<file path="config.mk">
export PLATFORM = sky130hd
export DESIGN_NAME = forward_select_unit
export DESIGN_NICKNAME = d
export VERILOG_FILES = /design/src/rtl/fwd_pkg.sv /design/src/rtl/fwd_operand_cmp.sv /design/src/rtl/forward_select_unit.sv
export SDC_FILE = /design/constraint.sdc
export NUM_CORES = 1
export LEC_CHECK = 0
export CORE_MARGIN = 5
export CORE_UTILIZATION = 54
export CTS_BUF_LIST = sky130_fd_sc_hd__clkbuf_4
export DETAILED_ROUTE_END_ITERATION = 12
export PLACE_DENSITY_LB_ADDON = 0.15
export SETUP_SLACK_MARGIN = 0.1
export SLEW_MARGIN = 0
export SYNTH_ARGS = -nofsm -noshare
export SYNTH_HDL_FRONTEND = slang
export SYNTH_SLANG_ARGS = --single-unit
export TNS_END_PERCENT = 100
</file>
<file path="constraint.sdc">
create_clock -name CLK -period 5.5 [get_ports CLK]
set_input_delay 1.65 -clock CLK [delete_from_list [all_inputs] [get_ports CLK]]
set_output_delay 1.65 -clock CLK [all_outputs]
set_load 0.01 [all_outputs]
</file>
<file path="src/rtl/fwd_pkg.sv">
// Shared definitions for the execute-stage bypass controller: operand-select
// codes, tracker entry layout and a small helper for the MEM/WB code choice.
package fwd_pkg;

    localparam int REG_W = 5;
    localparam int SEL_W = 3;

    localparam logic [SEL_W-1:0] SEL_RF         = 3'b000;
    localparam logic [SEL_W-1:0] SEL_EXMEM_ALU  = 3'b001;
    localparam logic [SEL_W-1:0] SEL_MEMWB_ALU  = 3'b010;
    localparam logic [SEL_W-1:0] SEL_MEMWB_LOAD = 3'b011;
    localparam logic [SEL_W-1:0] SEL_WB_HOLD    = 3'b100;
    localparam logic [SEL_W-1:0] SEL_PC_IMM     = 3'b101;

    // One in-flight instruction as seen by the bypass logic.
    typedef struct packed {
        logic             valid;
        logic [REG_W-1:0] rd;
        logic             wr;
        logic             load;
    } trk_entry_t;

    // A producer two ahead delivers either its ALU result or its load data.
    function automatic logic [SEL_W-1:0] memwb_code(input logic is_load);
        return is_load ? SEL_MEMWB_LOAD : SEL_MEMWB_ALU;
    endfunction

endpackage

</file>
<file path="src/rtl/fwd_operand_cmp.sv">
// Match/priority logic for one ALU operand: compares the decode source
// specifier against the three tracked producers, picks the youngest match
// and flags a load-use hazard when that youngest producer is a load in EX.
module fwd_operand_cmp
    import fwd_pkg::*;
(
    input  logic [REG_W-1:0] rs,
    input  logic             rs_used,
    input  logic             override,
    input  logic             s1_valid,
    input  logic [REG_W-1:0] s1_rd,
    input  logic             s1_wr,
    input  logic             s1_load,
    input  logic             s2_valid,
    input  logic [REG_W-1:0] s2_rd,
    input  logic             s2_wr,
    input  logic             s2_load,
    input  logic             s3_valid,
    input  logic [REG_W-1:0] s3_rd,
    input  logic             s3_wr,
    output logic [SEL_W-1:0] sel,
    output logic             load_hazard
);

    logic rs_live;
    logic match_s1;
    logic match_s2;
    logic match_s3;

    // x0 is hard-wired zero, so it is never a forwarding or stall source.
    assign rs_live  = rs_used & (rs != '0);
    assign match_s1 = rs_live & s1_valid & s1_wr & (s1_rd == rs);
    assign match_s2 = rs_live & s2_valid & s2_wr & (s2_rd == rs);
    assign match_s3 = rs_live & s3_valid & s3_wr & (s3_rd == rs);

    assign load_hazard = match_s1 & s1_load;

    // Youngest producer wins; PC/immediate override bypasses everything.
    always_comb begin
        sel = SEL_RF;
        if (override) begin
            sel = SEL_PC_IMM;
        end else if (match_s1) begin
            sel = SEL_EXMEM_ALU;
        end else if (match_s2) begin
            sel = memwb_code(s2_load);
        end else if (match_s3) begin
            sel = SEL_WB_HOLD;
        end
    end

endmodule

</file>
<file path="src/rtl/forward_select_unit.sv">
// Execute-stage bypass controller. Tracks the destinations of the three
// instructions ahead of decode, registers the operand-select codes for the
// instruction entering EX and requests a one-cycle decode stall on load-use.
module forward_select_unit
    import fwd_pkg::*;
#(
    parameter int REG_ADDR_WIDTH = REG_W,
    parameter int SEL_WIDTH      = SEL_W
) (
    input  logic                      CLK,
    input  logic                      RST,
    input  logic                      PIPE_ADVANCE,
    input  logic                      FLUSH,
    input  logic                      ID_VALID,
    input  logic [REG_ADDR_WIDTH-1:0] ID_RS1,
    input  logic [REG_ADDR_WIDTH-1:0] ID_RS2,
    input  logic                      ID_RS1_USED,
    input  logic                      ID_RS2_USED,
    input  logic [REG_ADDR_WIDTH-1:0] ID_RD,
    input  logic                      ID_RD_WRITE,
    input  logic                      ID_IS_LOAD,
    input  logic                      ID_USE_PC,
    input  logic                      ID_USE_IMM,
    output logic [SEL_WIDTH-1:0]      SEL_A,
    output logic [SEL_WIDTH-1:0]      SEL_B,
    output logic                      EX_VALID,
    output logic                      STALL
);

    // Tracker: EX and MEM keep the full entry, WB never needs the load flag.
    trk_entry_t       ex_p1;
    trk_entry_t       mem_p2;
    logic             wb_valid_p3;
    logic [REG_W-1:0] wb_rd_p3;
    logic             wb_wr_p3;

    logic [SEL_WIDTH-1:0] sel_a_p1;
    logic [SEL_WIDTH-1:0] sel_b_p1;

    trk_entry_t       id_entry_p0;
    logic [SEL_W-1:0] sel_a_p0;
    logic [SEL_W-1:0] sel_b_p0;
    logic             haz_a_p0;
    logic             haz_b_p0;
    logic             issue_p0;

    // ---- decode stage (p0): compare against tracker as it stands ----
    assign id_entry_p0 = '{valid: 1'b1, rd: ID_RD, wr: ID_RD_WRITE, load: ID_IS_LOAD};

    fwd_operand_cmp u_cmp_a (
        .rs          (ID_RS1),
        .rs_used     (ID_RS1_USED),
        .override    (ID_USE_PC),
        .s1_valid    (ex_p1.valid),
        .s1_rd       (ex_p1.rd),
        .s1_wr       (ex_p1.wr),
        .s1_load     (ex_p1.load),
        .s2_valid    (mem_p2.valid),
        .s2_rd       (mem_p2.rd),
        .s2_wr       (mem_p2.wr),
        .s2_load     (mem_p2.load),
        .s3_valid    (wb_valid_p3),
        .s3_rd       (wb_rd_p3),
        .s3_wr       (wb_wr_p3),
        .sel         (sel_a_p0),
        .load_hazard (haz_a_p0)
    );

    // An immediate operand B never reads rs2, so it cannot cause a hazard.
    fwd_operand_cmp u_cmp_b (
        .rs          (ID_RS2),
        .rs_used     (ID_RS2_USED & ~ID_USE_IMM),
        .override    (ID_USE_IMM),
        .s1_valid    (ex_p1.valid),
        .s1_rd       (ex_p1.rd),
        .s1_wr       (ex_p1.wr),
        .s1_load     (ex_p1.load),
        .s2_valid    (mem_p2.valid),
        .s2_rd       (mem_p2.rd),
        .s2_wr       (mem_p2.wr),
        .s2_load     (mem_p2.load),
        .s3_valid    (wb_valid_p3),
        .s3_rd       (wb_rd_p3),
        .s3_wr       (wb_wr_p3),
        .sel         (sel_b_p0),
        .load_hazard (haz_b_p0)
    );

    // A flushed decode instruction is dead anyway, so it must not stall.
    assign STALL    = ID_VALID & ~FLUSH & (haz_a_p0 | haz_b_p0);
    assign issue_p0 = ID_VALID & ~STALL & ~FLUSH;

    // ---- EX/MEM/WB stages (p1..p3): shift tracker and capture select codes ----
    always_ff @(posedge CLK) begin
        if (!RST) begin
            ex_p1.valid  <= 1'b0;
            mem_p2.valid <= 1'b0;
            wb_valid_p3  <= 1'b0;
            sel_a_p1     <= SEL_RF;
            sel_b_p1     <= SEL_RF;
        end else if (PIPE_ADVANCE) begin
            wb_valid_p3 <= mem_p2.valid;
            wb_rd_p3    <= mem_p2.rd;
            wb_wr_p3    <= mem_p2.wr;
            mem_p2      <= ex_p1;
            if (FLUSH) begin
                mem_p2.valid <= 1'b0;
            end
            if (issue_p0) begin
                ex_p1    <= id_entry_p0;
                sel_a_p1 <= sel_a_p0;
                sel_b_p1 <= sel_b_p0;
            end else begin
                ex_p1.valid <= 1'b0;
                sel_a_p1    <= SEL_RF;
                sel_b_p1    <= SEL_RF;
            end
        end
    end

    assign SEL_A    = sel_a_p1;
    assign SEL_B    = sel_b_p1;
    assign EX_VALID = ex_p1.valid;

endmodule

</file>
After elaboration in Yosys (flattened, before gate mapping):

Cells that the tools add are included.

* bits in registers: 29
* input bits: 26
* output and inout port bits: 8
* word-level logic and storage cells: 67

* eq/ne operators: 6
* multiplexer cells: 13
* bitwise gates (word level): 31
* reduce and logical (&&, ||, !) cells: 4

Operators by type and width (count)
* equality test 5 bit: 6
* 2-to-1 mux 3 bit: 10
* bitwise AND 1 bit: 27
* nonzero test 5 bit: 2
* 2-to-1 mux 1 bit: 3
* NOT 1 bit: 3
* AND reduction 3 bit: 1
* AND reduction 2 bit: 1
* bitwise OR 1 bit: 1

Depth between registers and ports, before layout:

* word-level depth: 13
* mapped depth: 7
* gate-level depth less buffers: 6

Modules after synthesis:

A second synthesis with hierarchy kept.

* cells, all modules: 116
* area total of the unflattened synthesis: 1446.4 µm²

By module, submodules not included
* forward_select_unit: times used 1, cells an instance 50, area each 958.4 µm², sequential area each 780.7 µm²
* fwd_operand_cmp: times used 2, cells an instance 33, area each 244.0 µm², sequential area each 0.0 µm²

Worst setup path after synthesis:

OpenSTA, ideal clock, no wires.

* kind: input port to output port
* from: input ID_RS1[1]
* to: output STALL
* arrival time: 2727 ps
* data required time: 3850 ps
* path slack: 1123 ps
* stages: 5
* buffers on the path: 0
* cells stage by stage: xnor2_1 nand4_1 nor4_1 o21ai_1 nor3b_1

* word-level cells in the longest chain between the ends: 8
* elaborated cells between the ends (all ways): 9
* classes of those cells: 1 x eq/ne; 7 x bitwise; 1 x reduce/logical

RTL lines
* from (decl): RTL line forward_select_unit.sv:15 `input logic [REG_ADDR_WIDTH-1:0] ID_RS1,`
* nonzero test 5 bit: RTL line fwd_operand_cmp.sv:31 `assign rs_live = rs_used & (rs != '0);`
* bitwise AND 1 bit: RTL line fwd_operand_cmp.sv:31
* bitwise AND 1 bit (2 in a row): RTL line fwd_operand_cmp.sv:32 `assign match_s1 = rs_live & s1_valid & s1_wr & (s1_rd == rs);`
* bitwise AND 1 bit *: RTL line fwd_operand_cmp.sv:32
* bitwise AND 1 bit *: RTL line fwd_operand_cmp.sv:36 `assign load_hazard = match_s1 & s1_load;`
* bitwise OR 1 bit *: RTL line forward_select_unit.sv:90 `assign STALL = ID_VALID & ~FLUSH & (haz_a_p0 | haz_b_p0);`
* bitwise AND 1 bit *: RTL line forward_select_unit.sv:90
* to (decl): RTL line forward_select_unit.sv:27 `output logic STALL`

Mark *: on every way between the ends. The rest lies on a longest branch, timed or not.

Worst setup path in the final report:

* from: input ID_RS1[2]
* to: output STALL

Same word-level chain as after synthesis.

==> impl_metrics.toml <==
[outcome]
run_status = "finished, final reports clean"

[floorplanning]
num_rows = 18
die_h_um = 60.35
design.die.area_sq_mm = 0.003642
die_width_um = 60.35
floorplan.core_area_sq_mm = 0.002455
count_of_boundary_i_o_pins = 34
initial_utilization_pct = 55.76

[cts]
clock_insertion_delay_worst_skew_ps = 330
clock_sinks = 29
ctsLongestPathBuffers = 2
cts_tree = "built"
cts-root-buf = "sky130_fd_sc_hd__clkbuf_4"
cts_htree_levels = 2
worst_setup_hold_path_clk_slew_ps = 90
cts_made_buffers = 5

[power_and_ir_drop]
pwr_density_cell_mw_per_mm2 = 233.7
peakVddDrop_mv = 0.2014
design_power_total_uw = 438.0
leakage_uw = 0.0006590

[yosys]
yosys-top-cells-area = "sky130_fd_sc_hd__edfxtp_1 (44%), sky130_fd_sc_hd__dfxtp_1 (13%), sky130_fd_sc_hd__xnor2_1 (12%), sky130_fd_sc_hd__xor2_1 (7.7%), sky130_fd_sc_hd__nand4_1 (2.7%)"
ys_seq_elements = 29
synth_seq_area_share_pct = 57.04
synth_edf_count = 20
postSynthNetCount = 134
yosysWarningCount = 0
synth_top_flop_cell = "sky130_fd_sc_hd__edfxtp_1"
synth.distinct_cells = 27
post_synth_inst_count = 108
synth_area_sq_mm = 0.001369
asyncSetResetFlopFracSynth_pct = 0
synth.largest_area_cell = "sky130_fd_sc_hd__edfxtp_1"
synthDominantCellAreaShare_pct = 43.88
post_synth.cell_area_avg_sq_um = 12.67

[grt]
met2_usage_pct = 32.10
m1_gr_usage_pct = 24.56
grt_start_max_net_pins = 15
global_route.usage.met3_pct = 5.106
global_route.usage.total_pct = 20.03
global_route.peak_usage_layer = "met2"
antenna_found_initial = 0
first_global_vias = 1122
gr-total-overflow = 0
first_pass_grt_wire_length_um = 5106

[placed_design]
hpwlAfterDp_um = 2420
numPortBuffers = 33
place_congestion = 0.8947

[setup_path]
crit_arrival_ps = 3560
cp.required_ps = 3850
critical_path.startpoint_type = "input port"
setup_cp_type = "in -> out"
critPathCaptureType = "output pin"
crit_fanout = 4

[drt]
drtAntennaViolNets = 0
vias_per_cell = 5.679
initialDrtViolationCount = 73
post-route-drc-count = 0
detail_route.first_pass.iterations = 4
postRouteWirelength_um = 3269
routed_wire_length_per_instance_um = 17.48
vias = 1062

[timing]
fin_worst_skew_ps = 16.67
min_period_ps = 5206
worst_slew_margin_rel_pct = 58.07
timing.fmax_mhz = 192.1
summed_negative_setup_slack_over_all_endpoints_ps = 0
final_hold_violations = 0
setup_viol = 0
rsz0062_at_grt = "false"
timing_max_transition_violations_final = 0
layout_worst_path_cycle_share_pct = 94.66
worst_pin_slew_ps = 623.3

[layout]
n_fill_cell = 177
nNetsFinal = 182
antenna-diode-count = 0
share_of_cells_above_drive_strength_1_pct = 15.92
area_growth_pct = 36.93

[flow_run]
cap_viol_max_count = 0

[min_path]
hp-class = "reg -> reg"
## state kept, by name, summed over array words and instances (netlist names)
signal	count
EX_VALID	1
SEL_B	3
wb_rd_p3	5
wb_wr_p3	1
mem_p2	8
wb_valid_p3	1
SEL_A	3
ex_p1	7
## cell families (layout without fill, tap and decap cells)
family / count (synthesis) / in the layout / synth area share [%]
XOR/XNOR: 30 / 30 / 19.20
flip-flops: 29 / 29 / 57.04
AND/OR/NAND/NOR: 29 / 29 / 12.43
AO/OA/AOI/OAI: 14 / 14 / 8.683
buffers and inverters: 5 / 54 / 1.919
multiplexers: 1 / 1 / 0.7313
## cell usage after synthesis, types with 2 or more instances
library cell and count:
sky130_fd_sc_hd__a22o_1 4, sky130_fd_sc_hd__a32o_1 2, sky130_fd_sc_hd__and2_1 2, sky130_fd_sc_hd__dfxtp_1 9, sky130_fd_sc_hd__edfxtp_1 20, sky130_fd_sc_hd__inv_1 3
sky130_fd_sc_hd__nand2_1 7, sky130_fd_sc_hd__nand4_1 6, sky130_fd_sc_hd__nor2_1 2, sky130_fd_sc_hd__nor2b_1 2, sky130_fd_sc_hd__nor4_1 6, sky130_fd_sc_hd__o41ai_1 2
sky130_fd_sc_hd__xnor2_1 18, sky130_fd_sc_hd__xor2_1 12
## what timing repair did
item                       in CTS  in global routing
setup endpoints to repair       1                  0
hold buffers                    0                  0
setup buffers                   0                  0
gates resized for setup         5                  0
## power breakdown
group	total, uW	leakage, uW	switching, uW	internal (uW)
registers	242	0.000258	4.19	238
logic	59.1	0.000364	25.3	33.8
clock network	136	0.0000368	70.8	65.6
## final cells by class
| class | count | area (sq um) | area share (%) |
|---|---|---|---|
| timing repair buffer | 43 | 402.9 | 21.50 |
| tap | 30 | 37.54 | 2.003 |
| sequential | 29 | 780.7 | 41.66 |
| inverter | 3 | 11.26 | 0.6008 |
| multi-input combinational | 74 | 581.8 | 31.04 |
| clock buffer | 8 | 60.06 | 3.204 |
## critical path, cell delays in order
cell	delay [ps]
sky130_fd_sc_hd__clkdlybuf4s50_1	520
sky130_fd_sc_hd__or4_1	580
sky130_fd_sc_hd__o21ai_2	190
sky130_fd_sc_hd__nor4_2	90
sky130_fd_sc_hd__o21ai_1	170
sky130_fd_sc_hd__nor3b_1	70
sky130_fd_sc_hd__dlygate4sd2_1	280
## final timing paths
path                   from  endpoint  slack, ps  depth (start not counted)
setup / recovery  ID_RS1[2]     STALL        290                          7
hold / removal    mem_p2[1]  wb_wr_p3        450                          0
setup reg to reg   ex_p1[3]  SEL_B[1]       3410                          6
hold reg to reg   mem_p2[1]  wb_wr_p3        450                          0
## through the flow
stage	hold WS, ps	std cells	instance area, sq um	util (%)	setup slack, ps
floorplan	422.7	108	1369	-	1123
global placement	431.7	179	1797	73.19	105.5
detailed placement	443.9	179	1797	73.19	54.83
CTS	459.3	187	1874	76.35	308.9
global route	470.6	187	1874	76.35	183.6
finish	453.3	187	1874	76.35	294.0
## layout by cell type (no fill, tap or decap), drive strengths merged, types with 2 or more instances in the layout
cell type	count
nand2	7
and2	2
dlygate4sd2	2
edfxtp	20
inv	3
nor4	6
clkdlybuf4s50	31
xor2	12
xnor2	18
or4	2
a32o	2
buf	10
nor2b	2
dfxtp	9
nand4	6
nor2	2
clkbuf	8
a22o	4
o41ai	2
o21ai	3
## layer usage
layer	routed length, um	part of all wire, %	up-vias
met1	1322	40	511
met3	220	6.7	13
met2	1623	50	41
li1	-	-	497
met5	0	0	-
met4	102	3.1	0
No activity file was read; power rests on OpenSTA's default activity.
